`src/rtl/uart_fifo_core.sv`:
```
// Full-duplex UART: bit-timed transmitter, 16x-oversampled receiver with
// parity/framing/overrun detection, and a first-word-fall-through RX FIFO.
module uart_fifo_core #(
  parameter int CLK_HZ     = 50000000,
  parameter int BAUD       = 9600,
  parameter int DATA_BITS  = 8,
  parameter int PARITY     = 0,
  parameter int FIFO_DEPTH = 16
) (
  input  logic                          clk,
  input  logic                          rst_n,
  input  logic [DATA_BITS-1:0]          tx_data,
  input  logic                          tx_valid,
  output logic                          tx_ready,
  output logic                          tx,
  input  logic                          rx,
  output logic [DATA_BITS-1:0]          rx_data,
  output logic                          rx_valid,
  input  logic                          rx_ready,
  output logic [$clog2(FIFO_DEPTH):0]   rx_count,
  output logic                          rx_parity_err,
  output logic                          rx_frame_err,
  output logic                          rx_overrun
);

  localparam int DIV_RAW  = CLK_HZ / (16 * BAUD);
  localparam int DIV      = (DIV_RAW < 1) ? 1 : DIV_RAW;
  localparam int DIV_W    = (DIV > 1) ? $clog2(DIV) : 1;
  localparam int BIT_CLKS = 16 * DIV;
  localparam int BT_W     = $clog2(BIT_CLKS);
  localparam int PTR_W    = $clog2(FIFO_DEPTH);

  // ---------------- oversampling tick ----------------
  logic [DIV_W-1:0] div_cnt;
  logic             os_tick;

  assign os_tick = (div_cnt == DIV_W'(DIV - 1));

  always_ff @(posedge clk or negedge rst_n) begin
    if (!rst_n)       div_cnt <= '0;
    else if (os_tick) div_cnt <= '0;
    else              div_cnt <= div_cnt + DIV_W'(1);
  end

  // ---------------- transmitter ----------------
  typedef enum logic [2:0] {
    TX_IDLE, TX_START, TX_DATA, TX_PARITY, TX_STOP
  } tx_state_t;

  tx_state_t            tx_state;
  logic [BT_W-1:0]      tx_timer;
  logic [DATA_BITS-1:0] tx_shift;
  logic [3:0]           tx_bit;
  logic                 tx_par;
  logic                 tx_bit_end;

  assign tx_bit_end = (tx_timer == BT_W'(BIT_CLKS - 1));

  // NOTE: every register in a clocked block uses <= so all updates see the
  // pre-edge values; a blocking = here would chain through the case arms.
  always_ff @(posedge clk or negedge rst_n) begin
    if (!rst_n) begin
      tx_state <= TX_IDLE;
      tx_timer <= '0;
      tx_shift <= '0;
      tx_bit   <= '0;
      tx_par   <= 1'b0;
      tx       <= 1'b1;
      tx_ready <= 1'b1;
    end else begin
      if (tx_state != TX_IDLE)
        tx_timer <= tx_bit_end ? '0 : tx_timer + BT_W'(1);
      case (tx_state)
        TX_IDLE: if (tx_valid && tx_ready) begin
          tx_shift <= tx_data;
          tx_par   <= (PARITY == 1) ? ~^tx_data : ^tx_data;
          tx_timer <= '0;
          tx_bit   <= '0;
          tx       <= 1'b0;
          tx_ready <= 1'b0;
          tx_state <= TX_START;
        end
        TX_START: if (tx_bit_end) begin
          tx       <= tx_shift[0];
          tx_state <= TX_DATA;
        end
        TX_DATA: if (tx_bit_end) begin
          if (tx_bit == 4'(DATA_BITS - 1)) begin
            if (PARITY != 0) begin
              tx       <= tx_par;
              tx_state <= TX_PARITY;
            end else begin
              tx       <= 1'b1;
              tx_state <= TX_STOP;
            end
          end else begin
            tx_bit   <= tx_bit + 4'd1;
            tx_shift <= tx_shift >> 1;
            tx       <= tx_shift[1];
          end
        end
        TX_PARITY: if (tx_bit_end) begin
          tx       <= 1'b1;
          tx_state <= TX_STOP;
        end
        TX_STOP: if (tx_bit_end) begin
          tx_ready <= 1'b1;
          tx_state <= TX_IDLE;
        end
        default: tx_state <= TX_IDLE;
      endcase
    end
  end

  // ---------------- receiver ----------------
  typedef enum logic [2:0] {
    RX_IDLE, RX_START, RX_DATA, RX_PARITY, RX_STOP, RX_BREAK
  } rx_state_t;

  rx_state_t            rx_state;
  logic [1:0]           rx_sync;
  logic                 rx_s;
  logic [3:0]           rx_cnt;
  logic [3:0]           rx_bit;
  logic [DATA_BITS-1:0] rx_shift;
  logic                 rx_par_bit;
  logic                 par_ok;
  logic                 push_req;
  logic                 mid_bit;

  assign rx_s    = rx_sync[1];
  assign mid_bit = os_tick && (rx_cnt == 4'd15);
  assign par_ok  = (PARITY == 0) ||
                   (rx_par_bit == ((PARITY == 1) ? ~^rx_shift : ^rx_shift));

  always_ff @(posedge clk or negedge rst_n) begin
    if (!rst_n) rx_sync <= 2'b11;
    else        rx_sync <= {rx_sync[0], rx};
  end

  always_ff @(posedge clk or negedge rst_n) begin
    if (!rst_n) begin
      rx_state      <= RX_IDLE;
      rx_cnt        <= '0;
      rx_bit        <= '0;
      rx_shift      <= '0;
      rx_par_bit    <= 1'b0;
      push_req      <= 1'b0;
      rx_parity_err <= 1'b0;
      rx_frame_err  <= 1'b0;
    end else begin
      push_req      <= 1'b0;
      rx_parity_err <= 1'b0;
      rx_frame_err  <= 1'b0;
      if (os_tick && rx_state inside {RX_DATA, RX_PARITY, RX_STOP})
        rx_cnt <= (rx_cnt == 4'd15) ? 4'd0 : rx_cnt + 4'd1;
      case (rx_state)
        RX_IDLE: if (os_tick && !rx_s) begin
          rx_cnt   <= '0;
          rx_state <= RX_START;
        end
        RX_START: if (os_tick) begin
          if (rx_cnt == 4'd7) begin
            rx_cnt   <= '0;
            rx_bit   <= '0;
            rx_state <= rx_s ? RX_IDLE : RX_DATA;
          end else begin
            rx_cnt <= rx_cnt + 4'd1;
          end
        end
        RX_DATA: if (mid_bit) begin
          rx_shift <= {rx_s, rx_shift[DATA_BITS-1:1]};
          if (rx_bit == 4'(DATA_BITS - 1))
            rx_state <= (PARITY != 0) ? RX_PARITY : RX_STOP;
          else
            rx_bit <= rx_bit + 4'd1;
        end
        RX_PARITY: if (mid_bit) begin
          rx_par_bit <= rx_s;
          rx_state   <= RX_STOP;
        end
        RX_STOP: if (mid_bit) begin
          // A low stop bit masks any parity result: report framing only.
          if (!rx_s) begin
            rx_frame_err <= 1'b1;
            rx_state     <= RX_BREAK;
          end else begin
            push_req      <= par_ok;
            rx_parity_err <= !par_ok;
            rx_state      <= RX_IDLE;
          end
        end
        RX_BREAK: if (rx_s) rx_state <= RX_IDLE;
        default:  rx_state <= RX_IDLE;
      endcase
    end
  end

  // ---------------- RX FIFO (first-word fall-through) ----------------
  logic [DATA_BITS-1:0] mem [FIFO_DEPTH];
  logic [PTR_W-1:0]     wr_ptr, rd_ptr;
  logic                 full, pop, do_push;

  assign full       = (rx_count == (PTR_W + 1)'(FIFO_DEPTH));
  assign pop        = rx_valid && rx_ready;
  assign do_push    = push_req && (!full || pop);
  assign rx_overrun = push_req && full && !pop;
  assign rx_valid   = (rx_count != '0);
  assign rx_data    = mem[rd_ptr];

  // NOTE: storage has no reset; rx_valid gates every read, so stale
  // contents are never observed and the array can map to plain RAM.
  always_ff @(posedge clk) begin
    if (do_push) mem[wr_ptr] <= rx_shift;
  end

  always_ff @(posedge clk or negedge rst_n) begin
    if (!rst_n) begin
      wr_ptr   <= '0;
      rd_ptr   <= '0;
      rx_count <= '0;
    end else begin
      if (do_push) wr_ptr <= wr_ptr + PTR_W'(1);
      if (pop)     rd_ptr <= rd_ptr + PTR_W'(1);
      case ({do_push, pop})
        2'b10:   rx_count <= rx_count + 1'b1;
        2'b01:   rx_count <= rx_count - 1'b1;
        default: rx_count <= rx_count;
      endcase
    end
  end

endmodule

```
`config.mk`:
```
export PLATFORM = sky130hd
export DESIGN_NAME = uart_fifo_core
export DESIGN_NICKNAME = d
export VERILOG_FILES = /design/src/rtl/uart_fifo_core.sv
export SDC_FILE = /design/constraint.sdc
export NUM_CORES = 1
export LEC_CHECK = 0
export BUFFER_PORTS_ARGS = -buffer_cell sky130_fd_sc_hd__buf_4
export CAP_MARGIN = 20
export CORE_MARGIN = 2
export CORE_UTILIZATION = 40
export CTS_CLUSTER_SIZE = 40
export DETAILED_ROUTE_END_ITERATION = 16
export SLEW_MARGIN = 20
export SYNTH_ARGS = -nofsm -noshare
export SYNTH_HDL_FRONTEND = slang
export SYNTH_SLANG_ARGS = --single-unit
```
`constraint.sdc`:
```
create_clock -name clk -period 3 [get_ports clk]
set_input_delay 0.45 -clock clk [delete_from_list [all_inputs] [get_ports clk]]
set_output_delay 0.45 -clock clk [all_outputs]
set_load 0.02 [all_outputs]
```
After elaboration in Yosys (flattened, before gate mapping)
Memory sizes are Yosys's and may differ from the RTL's.
Index checks and enable logic that the tools add are counted.

word-level totals
  RAM bits = 128
  flip-flop bits (word level) = 75
  output and inout bits = 19
  input port bits = 13
  memories kept = 1
  logic and storage cells = 148

cells by class
  reduce and logical (&&, ||, !) cells = 29
  eq/ne operators = 34
  $add $sub $neg = 9
  mux-type cells = 58

memories
  memory  depth  width  read ports  clocked after Yosys merged registers in  write ports  RTL line  RTL
  mem     16     8      1           0                                        1            200       logic [DATA_BITS-1:0] mem [FIFO_DEPTH];

operator list
  kind                   count
  $mux 13                4
  $mux 4                 12
  $mux 3                 15
  $ne 2x2->1 const B     15
  $mux 8                 3
  $pmux 4 s2             3
  $add 4x1->4 const B    5
  $pmux 3 s6             1
  $pmux 8 s2             1
  $pmux 3 s5             1
  $add 13x1->13 const B  1
  $eq 13x13->1 const B   1
  $mux 1                 13
  $eq 3x2->1 const B     4
  $eq 4x3->1 const B     3
  $pmux 5 s2             1
  $reduce_and 5->1       2
  $add 9x1->9 const B    1
  $eq 3x3->1 const B     3
  $eq 9x9->1 const B     1
  $mux 9                 1
  $logic_and 1x1->1      8
  $reduce_and 8->1       1
  $reduce_bool 2->1      4
  21 further kinds       26

Logic depth before layout (Yosys ltp)
Gate-level depths: netlist of the first run.

  depth after elaboration = 6
  gate-level depth with buffers = 9
  mapped depth without buffers = 8

Worst setup path before layout of the first run
OpenSTA, ideal clock, no wires.

  kind = flip-flop to output port
  from = register rd_ptr[0]
  to = output rx_data[0]
  path slack = 0.518 ns
  data required time = 2.550 ns
  path buffers = 2
  data arrival time = 2.032 ns
  cell stages (with the launch flop) = 5
  cell sequence = dfrtp_1 clkbuf_1 buf_2 mux4_2 mux4_2

on the way
  cells in the longest elaborated chain, start to end = 1

RTL lines
  item                      RTL line  RTL
  start: declaration        201       logic [PTR_W-1:0] wr_ptr, rd_ptr;
  start signal: assignment  224       if (pop) rd_ptr <= rd_ptr + PTR_W'(1);
  $mem_v2 16x8              --
  end: declaration          17        output logic [DATA_BITS-1:0] rx_data,

Every way passes these cells.

Worst setup path in the final report of the first run
  from = register rd_ptr[0]
  to = output rx_data[5]

Same word-level chain as after synthesis.

==> results of run 1 <==
-- cells by family after synthesis --
| family | count (synthesis) |
|---|---|
| buf+inv | 41 |
| fa+ha+maj | 13 |
| simple gates | 176 |
| mux | 63 |
| flops | 203 |
| other cells | 1 |
| compound gates | 93 |
| xor+xnor | 23 |
-- cell type report --
class	count	area, µm²	area share [%]
Clock buffer	25	583	5.72
Clock inverter	15	131	1.29
Inverter	15	56.3	0.552
Multi-Input combinational cell	369	2990	29.3
Sequential cell	203	5730	56.1
Tap cell	280	350	3.43
Timing Repair Buffer	48	364	3.57
-- power breakdown --
part           internal (µW)  switching [µW]  leakage [µW]  total, µW
combinational            430             463       0.00132        893
clock                   1570            1060      0.000344       2630
sequential              3020             178       0.00240       3200
-- sequential cells by signal, indices dropped and copies added, names as in the netlist, 4 cells and up --
signal / cells
wr_ptr: 4
rx_cnt: 4
tx_bit: 4
tx_timer: 13
rx_shift: 8
rx_bit: 4
mem: 128
div_cnt: 9
rd_ptr: 4
tx_shift: 8
rx_count: 5
-- cell usage in the layout (no fill, tap or decap), types with 4 or more instances in the layout --
| cell type | n |
|---|---|
| edfxtp_1 | 128 |
| nor3b_1 | 5 |
| inv_1 | 15 |
| a31oi_1 | 10 |
| buf_4 | 47 |
| ha_1 | 13 |
| clkinv_1 | 4 |
| nand3_1 | 16 |
| o21ai_0 | 27 |
| nand2b_1 | 9 |
| mux2_2 | 11 |
| and3_1 | 10 |
| nand4_1 | 6 |
| xnor2_1 | 17 |
| dfstp_2 | 4 |
| nor2_1 | 48 |
| dfrtp_1 | 70 |
| xor2_1 | 6 |
| mux4_2 | 40 |
| clkinv_2 | 5 |
| a21oi_1 | 31 |
| clkbuf_16 | 23 |
| a21o_1 | 4 |
| nand2_1 | 36 |
| or3_1 | 6 |
| mux2i_1 | 11 |
| nor2b_1 | 8 |
| nor3_1 | 13 |
-- timing repair --
item	4_1_cts	5_1_grt
endpoints found under the setup margin	0	5
hold buffers	0	0
resized for setup	0	1
-- critical path, delay by kind of cell (launching register included) --
family                 cells  cell delay, ns
buffers and inverters      2            0.45
DFF                        1            0.36
muxes                      2            1.07
-- layer usage --
layer | up-vias | global-route usage, % | wire (µm)
met1 | 2704 | 20.7 | 7800
met2 | 84 | 26.3 | 9160
li1 | 2431 | - | -
met4 | 0 | 4.06 | 389
met3 | 28 | 2.32 | 515
met5 | - | 0 | 0
-- final timing paths --
path / to / cells after the start
hold / removal: rx_sync[0] / 1
max in group asynchronous: rd_ptr[0] / 1
setup reg to reg: rx_count[4] / 8
min in group asynchronous: rx_cnt[0] / 1
setup / recovery: rx_data[5] / 4
hold reg to reg: rx_sync[1] / 0
-- stage by stage --
step	hold WS (ns)	utilization [%]	total power [µW]	worst slack (ns)
2_1_floorplan	0.154	-	3910	0.518
3_3_place_gp	0.347	43.5	4120	0.607
3_5_place_dp	0.347	43.5	4170	0.514
4_1_cts	0.0492	46.7	6810	0.0293
5_1_grt	0.0525	46.7	7010	0.0738
6_report	0.0655	46.7	6720	0.160
==> results_dict.tcl, run 1 <==
set metrics [dict create \
    die_x_um 153 \
    syn_nets 639 \
    period_minus_slack_ns 2.84 \
    clk_pin_slew_ns 0.06 \
    synth_edf_count 128 \
    clkSinkCount 203 \
    layout.cells.non_filler 955 \
    gp_congestion 0.803 \
    die_h_um 153 \
    vias_per_cell 5.49 \
    postPlaceCellArea_um2 9480 \
    synth_xor_area_share_pct 2.27 \
    clockBufferDepth 3 \
    core.rowCount 54 \
    hold_path_class "primary input to register" \
    crit_path_end_kind "output port" \
    synth-simple-area-share_pct 10.2 \
    grt_pass1_wl_mm 28.9 \
    antenna_found_initial 0 \
    slew_violations 0 \
    cts_tree "built" \
    cts-buffers-inserted 22 \
    reg2reg_slack_ns 0.52 \
    grt_pass1_vias 5379 \
    path_cells "buf_4 -> mux4_2 -> mux4_2 -> buf_4" \
    io_pins 32 \
    ys_types 56 \
    fin_tns_setup_ns 0 \
    root_buffer "clkbuf_16" \
    synth_fa_ha_area_share_pct 1.83 \
    p_per_area_nw_per_um2 659 \
    wl_mm 17.9 \
    slew_headroom_pct 36.1 \
    power.leakage_uw 0.00407 \
    placed_cells 915 \
    synth-async-reset-ratio_pct 36.9 \
    wire_per_inst_um 18.7 \
    yosysTopAreaCellShare_pct 43.2 \
    hold_start "rx" \
    layout-drive-gt1-share_pct 22.4 \
    period_share_pct 94.7 \
    synth_top_family_by_area "multiplexers" \
    synth_seq_area_share_pct 64.4 \
    ys_ff_latch 203 \
    initial_utilization_pct 40.7 \
    synth_warnings 0 \
    synth_top_area_cell "edfxtp_1" \
    cp_slowest_cell "mux4_2" \
    grt_overflow_total 0 \
    drtAntennaViolNets 0 \
    crit_path_max_fanout 14 \
    place_hpwl_mm 11.6 \
    synth_cells 613 \
    path_class "register to output port" \
    layout.nets 685 \
    syn_avg_cell_area_um2 14.5 \
    htree_levels 1 \
    synth_mux_area_share_pct 12.9 \
    grt_max_degree 76 \
    firstDrtPassIters 4 \
    track_usage_pct 15.4 \
    clk_latency_ns 0.50 \
    clock_skew_ns 0.0171 \
    outcome "finished clean" \
    vias 5247 \
    ys.flop_type "edfxtp_1" \
    drt_iter0_drc 322 \
    dieArea_um2 23400 \
    tightest_slew_ns 0.959 \
    hold_viol 0 \
    area_delta_synth_final_pct 14.7 \
    critPathRequiredTime_ns 2.55 \
    place.port_buffers 30 \
    core_um2 21800 \
    cts_setup_buffers 0 \
    slowest_delay_ns 0.56 \
    r2r_start "rx_count[1]" \
    antenna_cells 0 \
    arrival_ns 2.39 \
    yosys-top-cells-area "edfxtp_1 43%, dfrtp_1 20%, mux4_2 10%" \
    synth.cell_area_um2 8890 \
    critPathLaunchType "register" \
    fill_cells 1902 \
    synth_common_cells "128 x edfxtp_1, 71 x dfrtp_1, 48 x nor2_1, 40 x mux4_2, 36 x nand2_1" \
    drc 0 \
    yosysMostFrequentCell "edfxtp_1" \
    design_area_um2 10200 \
    setup_viol 0 \
    ir_worst_vdd_mv 0.340 \
    drv_cap 0 \
    crit_start "rd_ptr[0]" \
    fmax_mhz 352 \
    synth_compound_area_share_pct 6.37 \
    rsz0062_at_grt "false" \
]
(Power assumes the default switching activity.)
==> inputs of run 2 (changes only) <==
- MAX_ROUTING_LAYER: unset -> met4
==> results_dict.tcl, run 2 (synthesized netlist as in run 1, its figures left out) <==
set metrics [dict create \
    design_area_um2 10200 \
    r2r_end "rx_count[4]" \
    place.port_buffers 30 \
    antenna_found_initial 0 \
    wire_per_inst_um 18.7 \
    wl_mm 17.9 \
    drv_cap 0 \
    core.rowCount 54 \
    reg2regPathDepth 8 \
    path_class "register to output port" \
    io_pins 32 \
    slew_headroom_pct 36.4 \
    setup_viol 0 \
    die_h_um 153 \
    grt_overflow_total 0 \
    outcome "finished clean" \
    initial_utilization_pct 40.7 \
    p_per_area_nw_per_um2 659 \
    postPlaceCellArea_um2 9480 \
    crit_path_max_fanout 14 \
    antenna_cells 0 \
    hold_start "rx" \
    slowest_delay_ns 0.56 \
    layout.nets 685 \
    clk_latency_ns 0.50 \
    tightest_slew_ns 0.955 \
    die_x_um 153 \
    vias_per_cell 5.51 \
    whs_path_depth 1 \
    arrival_ns 2.39 \
    critPathLaunchType "register" \
    grt_pass1_vias 5390 \
    reg2reg_slack_ns 0.52 \
    drt_iter0_drc 361 \
    cts_setup_buffers 0 \
    worst-path-buf-inv 2 \
    mostFrequentLayoutCell "edfxtp_1" \
    postCtsHoldBufs 0 \
    seq_area_um2 5730 \
    clk_pin_slew_ns 0.06 \
    power.leakage_uw 0.00407 \
    vias 5263 \
    period_minus_slack_ns 2.84 \
    htree_levels 1 \
    drc 0 \
    grt_max_degree 76 \
    fill_cells 1902 \
    hold_viol 0 \
    core_um2 21800 \
    rsz0062_at_grt "false" \
    firstDrtPassIters 5 \
    place_hpwl_mm 11.6 \
    path_cells "buf_4 -> mux4_2 -> mux4_2 -> buf_4" \
    drtAntennaViolNets 0 \
    min_to "rx_sync[0]" \
    clockBufferDepth 3 \
    top_regs "mem: 128 flops, tx_timer: 13 flops, div_cnt: 9 flops" \
    cts_tree "built" \
    fmax_mhz 352 \
    track_usage_pct 15.9 \
    crit_start "rd_ptr[0]" \
    layout-drive-gt1-share_pct 22.4 \
    fin_tns_setup_ns 0 \
    dieArea_um2 23400 \
    critPathRequiredTime_ns 2.55 \
    cts-buffers-inserted 22 \
    slew_violations 0 \
    multi_input_area_um2 2990 \
    crit_path_end_kind "output port" \
    cp_slowest_cell "mux4_2" \
    cp_top_family "multiplexers" \
    clock_skew_ns 0.0179 \
    area_delta_synth_final_pct 14.7 \
    root_buffer "clkbuf_16" \
    grt_pass1_wl_mm 28.9 \
    regMostFlops "mem" \
    r2r_start "rx_count[1]" \
    largest_reg_flops 128 \
    final_cell_mix "128 x edfxtp_1, 70 x dfrtp_1, 48 x nor2_1" \
    gp_congestion 0.814 \
    period_share_pct 94.7 \
    ir_worst_vdd_mv 0.340 \
    clkSinkCount 203 \
    hold_path_class "primary input to register" \
]
==> run 2: cell counts in the layout (fill, tap and decap cells not counted) <==
Identical to the previous run, type by type.
==> run 2: cell type report <==
type | count | share of cell area (%)
flip-flops and latches | 203 | 56.1
multi-input cells | 369 | 29.3
clock buffers | 25 | 5.72
repair buffers | 48 | 3.57
well taps | 280 | 3.43
clock inverters | 15 | 1.29
inverters | 15 | 0.552
==> run 2: layer usage <==
layer	GRT usage (%)	vias to the layer above	share of wire, %
met5	-	-	0
met4	4.06	0	2.2
met3	2.32	33	3.2
met2	26.3	99	51
met1	20.8	2702	44
li1	-	2429	-
==> run 2: metrics by stage <==
step           util, %  total power [µW]  std cells  hold slack (ns)  setup slack (ns)
2_1_floorplan        -              3910        613            0.154             0.518
3_3_place_gp      43.5              4120        915            0.347             0.607
3_5_place_dp      43.5              4170        915            0.347             0.514
4_1_cts           46.7              6810        955           0.0492            0.0293
5_1_grt           46.7              7020        955           0.0525            0.0739
6_report          46.7              6720        955           0.0663             0.159
==> run 2: worst reg2reg max path: stages (launching register included) <==
cell and delay [ns]:
dfrtp_1 0.49, or4_4 0.60, o21ai_2 0.28, xnor2_1 0.16, ha_1 0.26, a21oi_1 0.06, o21ai_0 0.25, o2bb2ai_2 0.15
xor2_1 0.15
==> run 2: worst max-delay path by stage <==
| stage | slack [ns] | depth (start not counted) | to |
|---|---|---|---|
| floorplan | 0.52 | 4 | rx_data[0] |
| detailed placement | 0.51 | 4 | mem[7][5] |
| global route | 0.07 | 4 | rx_data[4] |
| global placement | 0.61 | 4 | rx_data[2] |
| CTS | 0.03 | 4 | rx_data[6] |
| finish | 0.16 | 4 | rx_data[5] |
==> run 2: timing repair <==
action | CTS | global route
hold endpoints to repair | 0 | 0
setup endpoints to repair | 0 | 5
resized for setup | 0 | 1
==> run 2: power by group <==
group          internal, µW  switching [µW]
logic                   430             462
clock network          1570            1060
registers              3020             178
